===== src/rtl/sseg_pkg.sv =====
`default_nettype none
// ============================================================================
//  Module      : sseg_pkg
//  Description : Shared types and constants for the multiplexed 7-segment
//                driver. Symbol codes, active-low segment patterns (g..a)
//                and the scan-state encoding.
//  Revision    : 1.0  initial release
// ============================================================================
package sseg_pkg;

    // Width of one symbol code. The top-level SYM_W parameter must match it.
    localparam int unsigned SYM_BITS = 5;

    // SYM_D_HEX is the hex digit 'd'; SYM_D is the drive-gear letter. Both
    // render identically but are kept apart so status logic can name intent.
    typedef enum logic [SYM_BITS-1:0] {
        SYM_0     = 5'd0,
        SYM_1     = 5'd1,
        SYM_2     = 5'd2,
        SYM_3     = 5'd3,
        SYM_4     = 5'd4,
        SYM_5     = 5'd5,
        SYM_6     = 5'd6,
        SYM_7     = 5'd7,
        SYM_8     = 5'd8,
        SYM_9     = 5'd9,
        SYM_A     = 5'd10,
        SYM_B     = 5'd11,
        SYM_C     = 5'd12,
        SYM_D_HEX = 5'd13,
        SYM_E     = 5'd14,
        SYM_F     = 5'd15,
        SYM_D     = 5'd16,
        SYM_N     = 5'd17,
        SYM_R     = 5'd18,
        SYM_P     = 5'd19,
        SYM_DASH  = 5'd20,
        SYM_BLANK = 5'd31
    } sym_t;

    // Active-low segment patterns, bit 6 = g ... bit 0 = a.
    localparam logic [6:0] SEG_D     = 7'b0100001;
    localparam logic [6:0] SEG_N     = 7'b0101011;
    localparam logic [6:0] SEG_R     = 7'b0101111;
    localparam logic [6:0] SEG_P     = 7'b0001100;
    localparam logic [6:0] SEG_DASH  = 7'b0111111;
    localparam logic [6:0] SEG_BLANK = 7'b1111111;

    typedef enum logic [0:0] {
        ST_BLANK = 1'b0,
        ST_DRIVE = 1'b1
    } scan_state_t;

endpackage : sseg_pkg
`default_nettype wire


===== src/rtl/sseg_decoder.sv =====
`default_nettype none
// ============================================================================
//  Module      : sseg_decoder
//  Description : Combinational symbol -> active-low 7-segment pattern.
//                Unknown / unused codes render blank.
//  Ports       : i_sym  symbol code
//                o_seg  segments g..a, active-low
//  Revision    : 1.0  initial release
// ============================================================================
module sseg_decoder
    import sseg_pkg::*;
(
    input  sym_t       i_sym,
    output logic [6:0] o_seg
);

    always_comb begin
        o_seg = SEG_BLANK;
        case (i_sym)
            SYM_0:     o_seg = 7'b1000000;
            SYM_1:     o_seg = 7'b1111001;
            SYM_2:     o_seg = 7'b0100100;
            SYM_3:     o_seg = 7'b0110000;
            SYM_4:     o_seg = 7'b0011001;
            SYM_5:     o_seg = 7'b0010010;
            SYM_6:     o_seg = 7'b0000010;
            SYM_7:     o_seg = 7'b1111000;
            SYM_8:     o_seg = 7'b0000000;
            SYM_9:     o_seg = 7'b0010000;
            SYM_A:     o_seg = 7'b0001000;
            SYM_B:     o_seg = 7'b0000011;
            SYM_C:     o_seg = 7'b1000110;
            SYM_D_HEX: o_seg = SEG_D;
            SYM_E:     o_seg = 7'b0000110;
            SYM_F:     o_seg = 7'b0001110;
            SYM_D:     o_seg = SEG_D;
            SYM_N:     o_seg = SEG_N;
            SYM_R:     o_seg = SEG_R;
            SYM_P:     o_seg = SEG_P;
            SYM_DASH:  o_seg = SEG_DASH;
            default:   o_seg = SEG_BLANK;
        endcase
    end

endmodule : sseg_decoder
`default_nettype wire


===== src/rtl/sseg_mux_drv.sv =====
`default_nettype none
// ============================================================================
//  Module      : sseg_mux_drv
//  Description : Time-multiplexed 7-segment driver with a double-buffered
//                frame (valid/ready load, swap only at frame wrap),
//                anti-ghosting blank at the start of every digit slot and
//                per-digit blink.
//  Ports       : clk, rst_n        clock, asynchronous active-low reset
//                i_frame_valid     new frame offered
//                o_frame_ready     frame accepted when valid is also high
//                i_frame_sym       DIGITS symbols, digit 0 in the LSBs
//                i_frame_blink     per-digit blink enable
//                i_frame_dp        per-digit decimal point
//                o_an              anodes, active-low
//                o_char            segments g..a, active-low
//                o_dp              decimal point, active-low
//                o_frame_sync      high on the cycle whose edge swaps frames
//  Revision    : 1.0  initial release
// ============================================================================
module sseg_mux_drv
    import sseg_pkg::*;
#(
    parameter int unsigned DIGITS       = 4,
    parameter int unsigned CLK_HZ       = 100_000_000,
    parameter int unsigned REFRESH_HZ   = 1000,
    parameter int unsigned BLANK_CYCLES = 16,
    parameter int unsigned BLINK_HZ     = 2,
    parameter int unsigned SYM_W        = 5
)
(
    input  logic                    clk,
    input  logic                    rst_n,
    input  logic                    i_frame_valid,
    output logic                    o_frame_ready,
    input  logic [DIGITS*SYM_W-1:0] i_frame_sym,
    input  logic [DIGITS-1:0]       i_frame_blink,
    input  logic [DIGITS-1:0]       i_frame_dp,
    output logic [DIGITS-1:0]       o_an,
    output logic [6:0]              o_char,
    output logic                    o_dp,
    output logic                    o_frame_sync
);

    localparam int unsigned SLOT_DIV  = CLK_HZ / (REFRESH_HZ * DIGITS);
    localparam int unsigned BLINK_DIV = CLK_HZ / (2 * BLINK_HZ);
    localparam int unsigned SLOT_W    = (SLOT_DIV  > 1) ? $clog2(SLOT_DIV)  : 1;
    localparam int unsigned DIG_W     = (DIGITS    > 1) ? $clog2(DIGITS)    : 1;
    localparam int unsigned BLK_W     = (BLINK_DIV > 1) ? $clog2(BLINK_DIV) : 1;

    if (SLOT_DIV <= BLANK_CYCLES) begin : g_err_slot_div
        $error("sseg_mux_drv: SLOT_DIV must exceed BLANK_CYCLES");
    end
    if (DIGITS < 1 || DIGITS > 8) begin : g_err_digits
        $error("sseg_mux_drv: DIGITS must be 1..8");
    end
    if (SYM_W != SYM_BITS) begin : g_err_sym_w
        $error("sseg_mux_drv: SYM_W must match the package symbol width");
    end
    if (BLINK_DIV < 1) begin : g_err_blink_div
        $error("sseg_mux_drv: BLINK_DIV must be at least 1");
    end

    // ---------------- scan counters ----------------
    logic [SLOT_W-1:0] r_slot;
    logic [DIG_W-1:0]  r_digit;
    scan_state_t       r_state;
    logic              r_ready;

    logic              w_slot_last;
    logic              w_dig_last;
    logic              w_wrap;
    logic [SLOT_W-1:0] w_slot_nxt;
    logic [DIG_W-1:0]  w_digit_nxt;

    assign w_slot_last = (r_slot  == SLOT_W'(SLOT_DIV - 1));
    assign w_dig_last  = (r_digit == DIG_W'(DIGITS - 1));
    assign w_wrap      = w_slot_last && w_dig_last;
    assign w_slot_nxt  = w_slot_last ? '0 : r_slot + 1'b1;
    assign w_digit_nxt = !w_slot_last ? r_digit :
                         (w_dig_last ? '0 : r_digit + 1'b1);

    // ---------------- frame buffers ----------------
    sym_t              r_act_sym  [DIGITS];
    sym_t              r_pend_sym [DIGITS];
    logic [DIGITS-1:0] r_act_blink, r_pend_blink;
    logic [DIGITS-1:0] r_act_dp,    r_pend_dp;
    logic              r_pend_flag;
    logic              w_xfer;

    assign w_xfer = i_frame_valid && r_ready;

    // Non-blocking semantics make a transfer on the swap edge land in
    // pending while active takes the previous pending contents.
    always_ff @(posedge clk or negedge rst_n) begin
        if (!rst_n) begin
            for (int i = 0; i < DIGITS; i++) begin
                r_act_sym[i]  <= SYM_BLANK;
                r_pend_sym[i] <= SYM_BLANK;
            end
            r_act_blink  <= '0;
            r_pend_blink <= '0;
            r_act_dp     <= '0;
            r_pend_dp    <= '0;
            r_pend_flag  <= 1'b0;
        end else begin
            if (w_wrap && r_pend_flag) begin
                r_act_sym   <= r_pend_sym;
                r_act_blink <= r_pend_blink;
                r_act_dp    <= r_pend_dp;
            end
            if (w_xfer) begin
                for (int i = 0; i < DIGITS; i++) begin
                    r_pend_sym[i] <= sym_t'(i_frame_sym[i*SYM_W +: SYM_W]);
                end
                r_pend_blink <= i_frame_blink;
                r_pend_dp    <= i_frame_dp;
            end
            r_pend_flag <= w_xfer || (r_pend_flag && !w_wrap);
        end
    end

    // ---------------- blink phase ----------------
    logic [BLK_W-1:0] r_blink_cnt;
    logic             r_blink_hidden;

    always_ff @(posedge clk or negedge rst_n) begin
        if (!rst_n) begin
            r_blink_cnt    <= '0;
            r_blink_hidden <= 1'b0;
        end else if (r_blink_cnt == BLK_W'(BLINK_DIV - 1)) begin
            r_blink_cnt    <= '0;
            r_blink_hidden <= !r_blink_hidden;
        end else begin
            r_blink_cnt    <= r_blink_cnt + 1'b1;
        end
    end

    // ---------------- symbol mux and decode ----------------
    sym_t              w_sym;
    logic [6:0]        w_seg;
    logic [DIGITS-1:0] w_an;
    logic              w_hide;

    assign w_sym  = r_act_sym[r_digit];
    assign w_an   = ~(DIGITS'(1) << r_digit);
    assign w_hide = r_act_blink[r_digit] && r_blink_hidden;

    sseg_decoder u_decoder (
        .i_sym (w_sym),
        .o_seg (w_seg)
    );

    // ---------------- scan FSM with registered outputs ----------------
    logic [DIGITS-1:0] r_an;
    logic [6:0]        r_char;
    logic              r_dp;
    logic              r_frame_sync;

    always_ff @(posedge clk or negedge rst_n) begin
        if (!rst_n) begin
            r_slot       <= '0;
            r_digit      <= '0;
            r_state      <= (BLANK_CYCLES > 0) ? ST_BLANK : ST_DRIVE;
            r_ready      <= 1'b0;
            r_an         <= '1;
            r_char       <= SEG_BLANK;
            r_dp         <= 1'b1;
            r_frame_sync <= 1'b0;
        end else begin
            r_ready <= 1'b1;
            r_slot  <= w_slot_nxt;
            r_digit <= w_digit_nxt;
            r_state <= (w_slot_nxt < SLOT_W'(BLANK_CYCLES)) ? ST_BLANK : ST_DRIVE;
            // Flag the cycle whose closing edge performs the frame swap.
            r_frame_sync <= (w_slot_nxt  == SLOT_W'(SLOT_DIV - 1)) &&
                            (w_digit_nxt == DIG_W'(DIGITS - 1));
            case (r_state)
                ST_DRIVE: begin
                    r_an <= w_an;
                    if (w_hide) begin
                        r_char <= SEG_BLANK;
                        r_dp   <= 1'b1;
                    end else begin
                        r_char <= w_seg;
                        r_dp   <= !r_act_dp[r_digit];
                    end
                end
                default: begin
                    r_an   <= '1;
                    r_char <= SEG_BLANK;
                    r_dp   <= 1'b1;
                end
            endcase
        end
    end

    assign o_frame_ready = r_ready;
    assign o_an          = r_an;
    assign o_char        = r_char;
    assign o_dp          = r_dp;
    assign o_frame_sync  = r_frame_sync;

endmodule : sseg_mux_drv
`default_nettype wire


===== config.mk =====
export PLATFORM = sky130hd
export DESIGN_NAME = sseg_mux_drv
export DESIGN_NICKNAME = d
export VERILOG_FILES = /design/src/rtl/sseg_pkg.sv /design/src/rtl/sseg_decoder.sv /design/src/rtl/sseg_mux_drv.sv
export SDC_FILE = /design/constraint.sdc
export NUM_CORES = 1
export LEC_CHECK = 0
export ABC_AREA = 1
export BUFFER_PORTS_ARGS = -buffer_cell sky130_fd_sc_hd__buf_2
export CAP_MARGIN = 0
export CORE_ASPECT_RATIO = 0.9
export CORE_UTILIZATION = 35
export DETAILED_ROUTE_END_ITERATION = 8
export REMOVE_ABC_BUFFERS = 1
export SYNTH_ARGS = -nofsm -noshare
export SYNTH_HDL_FRONTEND = slang
export SYNTH_SLANG_ARGS = --single-unit

===== constraint.sdc =====
create_clock -name clk -period 2.3 [get_ports clk]
set_clock_uncertainty 0.15 [all_clocks]
set_input_delay 0.345 -clock clk [delete_from_list [all_inputs] [get_ports clk]]
set_output_delay 0.345 -clock clk [all_outputs]
set_load 0.01 [all_outputs]

==> summary.md <==
| Metric | Value |
|---|---|
| Leak pwr | `3.41 nW` |
| Largest family of logic cells by synthesized area | `simple AND/OR/NAND/NOR gates` |
| Part of the cycle the worst path needs | `0.857` |
| Reg2reg start | `r_slot[0]` |
| Via count | `4690` |
| IO Pins | `45` |
| Fill cells | `1639` |
| Worst Path Required | `2.43 ns` |
| Synth cell types | `34` |
| Pre-CTS WS | `0.280 ns` |
| Worst Tran Pin Value | `0.551 ns` |
| Final Setup Violations | `0` |
| PD cells | `694 mW/mm^2` |
| Wire per inst | `12.5 microns` |
| Min-Delay Path Depth | `3` |
| Startpoint types | `flip-flop` |
| Crit path kind | `reg2reg` |
| TritonCTS buffer count | `17` |
| Initial Util | `0.361` |
| Hold Worst Slack | `0.0109 ns` |
| ANT nets after route | `0` |
| Class of the worst hold path | `in2reg` |
| Root Driver | `clkbuf_16` |
| Mapped Cells | `721` |
| Simple-Gate Fraction of Synth Area | `0.265` |
| Max Slew Vio Count | `0` |
| Die ar. | `0.0173 sq mm` |
| Chip height | `125 microns` |
| Ratio of cells with drive above 1 in the final layout | `0.226` |
| RSZ-0062 raised after global routing | `false` |
| Routed Wire Length | `12500 microns` |
| XOR/XNOR Fraction of Synth Area | `0.0179` |
| Slew headroom | `0.632` |
| Placer Congestion | `0.854` |
| Final std cells w/o fill | `1003` |
| Multiplexer share of the synthesized area | `0` |
| # port buffers | `44` |
| Arr. time, crit path | `2.11 ns` |
| Area occupied by registers | `0.00294 sq mm` |
| Register-to-register path setup slack | `0.33 ns` |
| Hold wc startpoint | `i_frame_sym[14]` |
| First-pass GRT wire length | `21500 microns` |
| Worst Setup End Kind | `flip-flop` |
| H-tree depth | `4` |
| Largest net degree at the start of global routing | `58` |
| Multi-input logic area | `0.00242 sq mm` |
| Worst Path Max Fanout | `56` |
| CTS Sinks | `115` |
| 1st-pass router iterations | `6` |
| R2R depth | `9` |
| Dominant cells by area after synthesis | `dfrtp_1, dfstp_2, nand2_1` |
| Area Overhead vs Synth | `19.2%` |
| Initial antenna violation count | `0` |
| Max Fclk | `0.507 GHz` |
| Global-route total usage across every layer | `0.157` |
| Total grt overflow | `0` |
| Max cap viols | `0` |
| Placed insts | `964` |
| Final net count | `828` |
| Cell taking the most area after synthesis | `dfrtp_1` |
| Setup bufs post-CTS | `0` |
| Number of global-route vias before repair | `4451` |
| Max IR drop VDD | `0.531 mV` |
| Share of the synthesized area in the top cell type | `0.269` |
| Clock buffer depth | `2` |
| CTS tree | `built` |
| Sequential fraction of the synthesis area | `0.502` |
| Clock Latency Late Sink | `0.42 ns` |
| Core Rows | `44` |
| Post-synthesis adder-cell area fraction | `0.0299` |
| Compound-cell area share of the yosys netlist | `0.0974` |
| Min Tclk post-route | `1.97 ns` |
| Final setup margin | `0.328 ns` |
| Final Hold Fails | `0` |
| Syn Std Cell Area | `0.00586 sq mm` |
| DRC | `2` |
| Post-Syn Area per Cell | `8.12 sq um` |
| YS warnings | `0` |
| Core area | `0.0162 sq mm` |
| Failing checks | `DRC` |
| DP HPWL | `8720 microns` |
| Clock Pin Slew Worst Setup and Hold Paths | `0.06 ns` |
| Die Wd | `138 microns` |
| Initial DRC Count | `308` |
| Worst R2R End | `r_act_blink[3]` |
| Vias per cell | `4.68` |
| WHS Endpoint | `r_pend_sym[9]` |
| Status | `finished with violations` |
| Diodes inserted | `0` |
| Post-synthesis register bit count | `115` |
[metal layers]
metal  up-vias  share of wire  global-route usage
met2        96           0.46               0.245
met4         0          0.012              0.0654
met3        14          0.035              0.0334
met1      2166           0.49               0.210
li1       2414              -                   -
met5         -              0                   0
[report_power, final]
| part | internal (W) | total, W | switching [W] |
|---|---|---|---|
| clock | 0.00152 | 0.00252 | 0.000998 |
| combinational | 0.0000664 | 0.000192 | 0.000126 |
| sequential | 0.00212 | 0.00214 | 0.0000154 |
| total | 0.00371 | 0.00485 | 0.00114 |
[worst max path at each step]
stage,from,cells past startpoint,slack (ns),endpoint
detailed placement,r_digit[0],12,0.28,o_char[0]
CTS,r_digit[0],10,0.25,o_char[2]
global route,r_digit[0],12,0.02,o_char[5]
finish,r_slot[0],9,0.33,r_act_blink[3]
global placement,r_digit[0],10,0.25,o_char[2]
floorplan,r_slot[0],7,-0.09,r_act_sym[14]
[cells in the final DEF (no fill, tap or decap), types with 16 or more instances in the layout]
cell type and n:
nand2_1 164, inv_1 101, nor2_1 91, dfrtp_1 62
dfstp_2 52, nand3_1 45, buf_2 43, a21oi_1 38
o21ai_0 31, nor3_1 21, o21ai_2 20, clkbuf_16 17
nand4_1 16
[cells by family after synthesis]
kind of cell / count (synthesis)
compound gates: 97
flops: 115
simple gates: 360
buf+inv: 122
fa+ha+maj: 14
other cells: 1
xor+xnor: 12
[sequential cells by signal (all words and copies together) (netlist names)]
signal          flops
r_blink_cnt        25
r_act_sym          20
r_pend_sym         20
r_slot             15
o_char              7
o_an                4
r_act_blink         4
r_act_dp            4
r_pend_blink        4
r_pend_dp           4
r_digit             2
o_dp                1
o_frame_ready       1
o_frame_sync        1
r_blink_hidden      1
r_pend_flag         1
r_state             1
[Yosys cell counts]
master,n
xor2_1,12
dfstp_2,52
o21ai_0,31
nand3b_1,1
o221ai_1,1
o22ai_1,1
nor3_2,1
nand3_1,46
nand4_1,16
nand3_2,1
o21ai_2,20
o21bai_1,2
ha_1,14
nand2_4,1
nor2_2,8
clkinv_2,1
nand2_1,165
buf_6,5
nand2_2,1
nor2_4,2
dfrtp_1,63
buf_4,2
or2_2,1
inv_2,3
inv_1,101
nor3_1,21
clkbuf_1,6
conb_1,1
o21ai_1,4
nor2_1,92
a21oi_1,38
nor4_1,2
nor3b_1,2
buf_2,4
[per-stage QoR]
step	total power [W]	cell area, sq um	setup TNS (ns)	utilization
2_1_floorplan	0.00226	5740	-1.40	-
3_3_place_gp	0.00235	6330	0	0.390
3_5_place_dp	0.00236	6330	0	0.390
4_1_cts	0.00490	6970	0	0.429
5_1_grt	0.00503	6980	0	0.430
6_report	0.00485	6980	0	0.430
[worst max-delay path, stage by stage (launching register included)]
cell      delay, ns
dfrtp_1        0.44
ha_1           0.25
nand4_1        0.12
nor2_2         0.21
nand2_4        0.12
clkinv_2       0.09
nand3_2        0.08
buf_12         0.20
nand2_1        0.09
o21ai_0        0.07
[what timing repair did]
action / in CTS / in global routing
hold endpoints to repair: 30 / 0
setup endpoints to repair: 0 / 3
gates resized for setup: 0 / 4
hold buffers: 7 / 0
[final cells by class]
class,count,share of cell area
Clock buffer,18,0.0629
Multi-Input combinational cell,484,0.346
Sequential cell,115,0.422
Tap cell,207,0.0371
Clock inverter,14,0.0185
Inverter,105,0.0570
Timing Repair Buffer,60,0.0570
Power figures use the tool's default switching activity.
